==> src/rtl/input_conditioner.sv <==
// Async pin conditioner: two-flop synchronizer, strobe prescaler and
// strobe-sampled debouncer with registered edge pulses.
module input_conditioner #(
  parameter int PRESCALE = 4,
  parameter int DEBOUNCE = 3
) (
  input  logic clk,
  input  logic rst,
  input  logic din_raw,
  output logic d,
  output logic clk_en,
  output logic rise,
  output logic fall,
  output logic stable
);

  localparam int PW = (PRESCALE > 1) ? $clog2(PRESCALE) : 1;
  localparam int DW = (DEBOUNCE > 1) ? $clog2(DEBOUNCE) : 1;

  localparam logic [PW-1:0] PMAX = PW'(PRESCALE - 1);
  localparam logic [DW-1:0] DMAX = DW'(DEBOUNCE - 1);

  localparam logic [0:0] IDLE   = 1'b0;
  localparam logic [0:0] SETTLE = 1'b1;

  logic          sync1;
  logic          sync2;
  logic [PW-1:0] pcnt;
  logic [DW-1:0] dcnt;
  logic [0:0]    state;
  logic          differ;
  logic          accept;

  always_ff @(posedge clk or posedge rst) begin
    if (rst) begin
      sync1 <= 1'b0;
      sync2 <= 1'b0;
    end else begin
      sync1 <= din_raw;
      sync2 <= sync1;
    end
  end

  always_ff @(posedge clk or posedge rst) begin
    if (rst) begin
      pcnt <= '0;
    end else if (pcnt == PMAX) begin
      pcnt <= '0;
    end else begin
      pcnt <= pcnt + PW'(1);
    end
  end

  // Gated by rst so PRESCALE=1 still shows no strobe during reset
  assign clk_en = ~rst & (pcnt == PMAX);

  assign differ = (sync2 != d);
  assign accept = clk_en & differ &
                  (((state == IDLE) && (DEBOUNCE == 1)) ||
                   ((state == SETTLE) && (dcnt == DMAX)));

  always_ff @(posedge clk or posedge rst) begin
    if (rst) begin
      state <= IDLE;
      dcnt  <= '0;
      d     <= 1'b0;
      rise  <= 1'b0;
      fall  <= 1'b0;
    end else begin
      rise <= 1'b0;
      fall <= 1'b0;
      if (accept) begin
        d     <= sync2;
        rise  <= sync2;
        fall  <= ~sync2;
        state <= IDLE;
        dcnt  <= '0;
      end else if (clk_en) begin
        unique case (state)
          IDLE: begin
            if (differ) begin
              state <= SETTLE;
              dcnt  <= DW'(1);
            end
          end
          SETTLE: begin
            if (!differ) begin
              state <= IDLE;
              dcnt  <= '0;
            end else begin
              dcnt <= dcnt + DW'(1);
            end
          end
        endcase
      end
    end
  end

  assign stable = (state == IDLE);

endmodule

==> config.mk <==
export PLATFORM = sky130hd
export DESIGN_NAME = input_conditioner
export DESIGN_NICKNAME = d
export VERILOG_FILES = /design/src/rtl/input_conditioner.sv
export SDC_FILE = /design/constraint.sdc
export NUM_CORES = 1
export LEC_CHECK = 0
export CORE_AREA = 5 5 42 44
export DETAILED_ROUTE_END_ITERATION = 12
export DIE_AREA = 0 0 47 49
export GPL_ROUTABILITY_DRIVEN = 0
export SETUP_SLACK_MARGIN = 0.3
export SLEW_MARGIN = 20
export SYNTH_ARGS = -nofsm -noshare
export SYNTH_HDL_FRONTEND = slang
export SYNTH_SLANG_ARGS = --single-unit
==> constraint.sdc <==
create_clock -name clk -period 1.4 [get_ports clk]
set_input_delay 0.28 -clock clk [delete_from_list [all_inputs] [get_ports clk]]
set_output_delay 0.28 -clock clk [all_outputs]
set_load 0.1 [all_outputs]
# Word level (Yosys, flattened, before mapping)
# Index checks and enable logic that the tools add are counted.
# totals
reg_bits	10
latchBits	0
ramBits	0
rom_bits	0
input_bits	3
out_inout_bits	5
elab_cells	34
n_memories	0
# classes
add_sub_neg	2
mul	0
n_div	0
order_cmp	0
eq_ne	4
shifts	0
n_mux	11
n_bitwise	6
n_reduce_logical	3
# ops
cell	n
2-bit two-way mux	5
1-bit two-way mux	5
2-bit by 1-bit adder with 2-bit output (second input constant)	2
2-bit == test (second input constant)	2
2-bit case mux with 2 select lines	1
1-bit bitwise AND	3
3-bit by 1-bit != test with 1-bit output (second input constant)	1
1-bit inverter	3
2-bit AND reduction	1
2-bit nonzero test	1
1-bit logical AND	1
1-bit != test	1

# Depth between registers and ports, before layout
# depth
ltp_word	6
mapped_depth	5

# Worst setup path before layout
# Ideal clock, no wire load.
# synth_timing
path_type	register -> register
startpoint	reg pcnt[0]
endpoint	reg d
arrival_ps	1439
setup_slack_ps	-165
stages_incl_launch_ff	6
n_path_buf	0
synth_period_minus_slack_ps	1565
path_cell_list	dfrtp_1 ha_1 nand2b_4 inv_2 nand3_2 mux2_4
# synth_between
elab_chain_cells	4
# synth_rtl
item	line_no	source
from (decl)	28	logic [PW-1:0] pcnt;
from (signal assigned)	50	pcnt <= pcnt + PW'(1);
2-bit == test	55	assign clk_en = ~rst & (pcnt == PMAX);
1-bit bitwise AND	55	
named net clk_en	11	output logic clk_en,
1-bit bitwise AND (2 in series)	58	assign accept = clk_en & differ &
to (signal assigned)	73	d <= sync2;
to (decl)	10	output logic d,
# The timed path passes the listed nets, and every way through them passes these cells.
# A chain may end at the register's enable or synchronous reset.

# Final worst setup path
# layout_timing
startpoint	reg pcnt[0]
endpoint	out clk_en
# layout_between
elab_chain_cells	2
# layout_rtl
item	line_no
2-bit == test	55
1-bit bitwise AND	55
to (decl)	11
# No other way between the ends.

==> results.yml <==
run_status:
  status: "complete, but fails checks"
  violations: "setup timing"
sta:
  final-hold-violation-count: 0
  finalSetupViolCount: 1
  fin_skew_ns: 0.002396
  min_period_ns: 1.453
  fmaxAchievable_mhz: 688.4
  maxSlewHeadroom_pct: 75.08
  setup_ws_ns: -0.05274
  finalMaxSlewViolations: 0
  rsz0062_at_grt: "true"
  period_share_pct: 103.8
  tightest_slew_ns: 0.3733
global_route:
  grt_max_degree: 11
  grt_first_pass_wirelength_mm: 1.649
  grt_antenna_before_repair: 0
  grt-ovfl-total: 0
  grt_usage_pct: 10.35
  grt_pass1_vias: 376
clocking:
  cts-htree-levels: 1
  hold_buffers: 0
  cts_sinks: 10
  cts.path.max_buffers: 2
  cts_buffers: 3
  worstSkewPairLatency_ns: 0.27
  cts-root-buf: "clkbuf_4"
  cts_tree: "yes"
  cts.clk_slew.worst_paths_ns: 0.07
setup_path:
  crit_required_ns: 1.12
  path_class: "reg -> out"
  critPathCapture: "clk_en"
  r2r-end: "d"
  path_cells: "ha_4 -> nand2b_4 -> inv_12 -> buf_12"
  end_kind: "output port"
  cp-startpoint: "pcnt[0]"
  cp.arrival_ns: 1.17
  reg2reg_from: "pcnt[0]"
  start_kind: "flip-flop"
  cpPeakStageDelay_ns: 0.42
  cp_slowest_cell: "dfrtp_1"
  reg2reg_setup_slack_ns: 0.02
  crit_path_max_fanout: 2
  reg2reg_depth: 6
  path_buf_inv: 2
  critical_path_depth: 4
  critical_path.top_delay_family: "flip-flops"
floorplan:
  start_util_pct: 29.64
  dieArea_um2: 2303
  num_io_pins: 8
  die_w_um: 47
  design.core.area_um2: 1401
  die_h_um: 49
  std_cell_rows: 14
routing:
  vias: 319
  remaining_drc_errors: 0
  avgViaCountPerCell: 4.623
  avgRoutedWirePerCell_um: 14.19
  drtIter0Drc: 1
  first_pass_iters: 2
  drtAntennaViolNets: 0
  route.final.wire_length_um: 979
placed_design:
  detailedPlace.worstSlack_ns: -0.08965
  port_buffers: 7
  place_hpwl_um: 555.4
final_layout:
  layout_common_cells: "7 x dfrtp_1, 7 x buf_4, 5 x buf_12"
  drive_gt1_share_pct: 69.81
  area_growth_pct: 85.54
  nets: 59
  fill_cells: 122
  diodes: 0
yosys:
  syn-num-nets: 38
  syn_inst: 33
  yosysSeqAreaShare_pct: 60.24
  synth.avg_cell_area_um2: 12.59
  synth_seq_cells: 10
  yosys.cell_types.count: 17
  yosys_warnings: 0
  synthesis.area_um2: 415.4
power_and_ir_drop:
  combPwrFrac_pct: 44.0
  pwr-share-clk_pct: 23.0
  swShare_pct: 36.19
  power.switching_uw: 411.2
  p_leak_nw: 0.3352
  power_density_nw_per_um2: 1474
  power_frac_seq_pct: 33.0
  vdd_drop_max_mv: 0.6909
  intPower_uw: 725.1
  total_power_mw: 1.136
run:
  cap_violations: 0
worst_hold_path:
  min_path_type: "in -> async"
-- metal layers --
layer / track usage [%] / share of wire, %
met4: 6.912 / 2.1
met3: 2.214 / 2.6
met2: 17.19 / 58
met5: 0 / 0
met1: 11.01 / 37
-- cells in the mapped netlist --
cell       instances  area [µm²]
a21oi_1            1       5.000
nand2b_4           1       13.76
o22ai_1            1       6.260
nor2_1             2       7.510
nor3b_1            2       15.01
nand2_1            2       7.510
nand3_2            1       10.01
o2bb2ai_1          1       8.760
inv_1              4       15.01
inv_2              1       3.750
o22a_1             1       8.760
dfrtp_1           10       250.2
nor3_1             1       5.000
mux2i_1            1       10.01
xnor2_1            1       8.760
mux2_4             1       15.01
ha_1               2       25.02
-- cells by family (layout without fill, tap and decap cells) --
kind of cell,count (synthesis),in the layout,synth area share (%)
buffers and inverters,5,25,4.516
AND/OR/NAND/NOR,9,9,14.16
flip-flops,10,10,60.24
XOR/XNOR,1,1,2.109
multiplexers,2,2,6.023
AO/OA/AOI/OAI,4,4,6.928
adder cells (fa/ha/maj),2,2,6.023
-- worst min-delay path by stage --
| stage | cells past startpoint | start | slack (ns) | to |
|---|---|---|---|---|
| 2_1_floorplan | 1 | rst | 0.12 | dcnt[0] |
| 3_3_place_gp | 0 | sync1 | 0.34 | sync2 |
| 3_5_place_dp | 0 | sync1 | 0.34 | sync2 |
| 4_1_cts | 2 | rst | 0.32 | state |
| 5_1_grt | 2 | rst | 0.35 | pcnt[1] |
| 6_report | 2 | rst | 0.31 | state |
-- metrics by stage --
| step | instances | hold WS [ns] | setup TNS, ns | utilization (%) | area, µm² |
|---|---|---|---|---|---|
| final | 69 | 0.3087 | -0.05274 | 55.00 | 770.7 |
| after global routing | 69 | 0.3531 | -0.1156 | 55.00 | 770.7 |
| after CTS | 68 | 0.3240 | -0.04632 | 53.21 | 745.7 |
| after detailed placement | 57 | 0.3426 | -0.2316 | 42.50 | 595.6 |
| after global placement | 57 | 0.3360 | -0.1415 | 42.50 | 595.6 |
| after floorplan | 33 | 0.1200 | 0 | - | 447.9 |
-- power by group through the flow --
stage / registers [mW] / clock network [mW] / logic [mW]
floorplan: 0.433 / 0 / 0.181
global placement: 0.386 / 0 / 0.322
detailed placement: 0.391 / 0 / 0.334
CTS: 0.374 / 0.269 / 0.476
global route: 0.380 / 0.291 / 0.526
finish: 0.376 / 0.261 / 0.500
-- state kept, by name (all words and copies together), names as in the netlist --
register / flops
pcnt: 2
d: 1
dcnt: 2
fall: 1
rise: 1
state: 1
sync1: 1
sync2: 1
-- final cells by class --
cell class	instances	area, µm²	share of cell area [%]
clock buffers	4	36.28	4.708
repair buffers	16	195.2	25.32
inverters	5	35.03	4.545
flip-flops and latches	10	254.0	32.95
well taps	16	20.02	2.597
multi-input cells	18	230.2	29.87
-- worst register-to-register path, stage by stage, from the launching register on --
cell      delay (ns)
dfrtp_1         0.42
ha_4            0.18
nand2b_4        0.11
inv_12          0.04
buf_4           0.15
nand3_4         0.07
mux2_4          0.30
-- what timing repair did --
item                       in CTS  in global routing
resized for setup              11                  4
cloned                          0                  0
pin swaps                       2                  5
setup endpoints to repair      10                 11
buffers inserted                7                  1
Note: power is estimated with default switching activity, not from simulation.
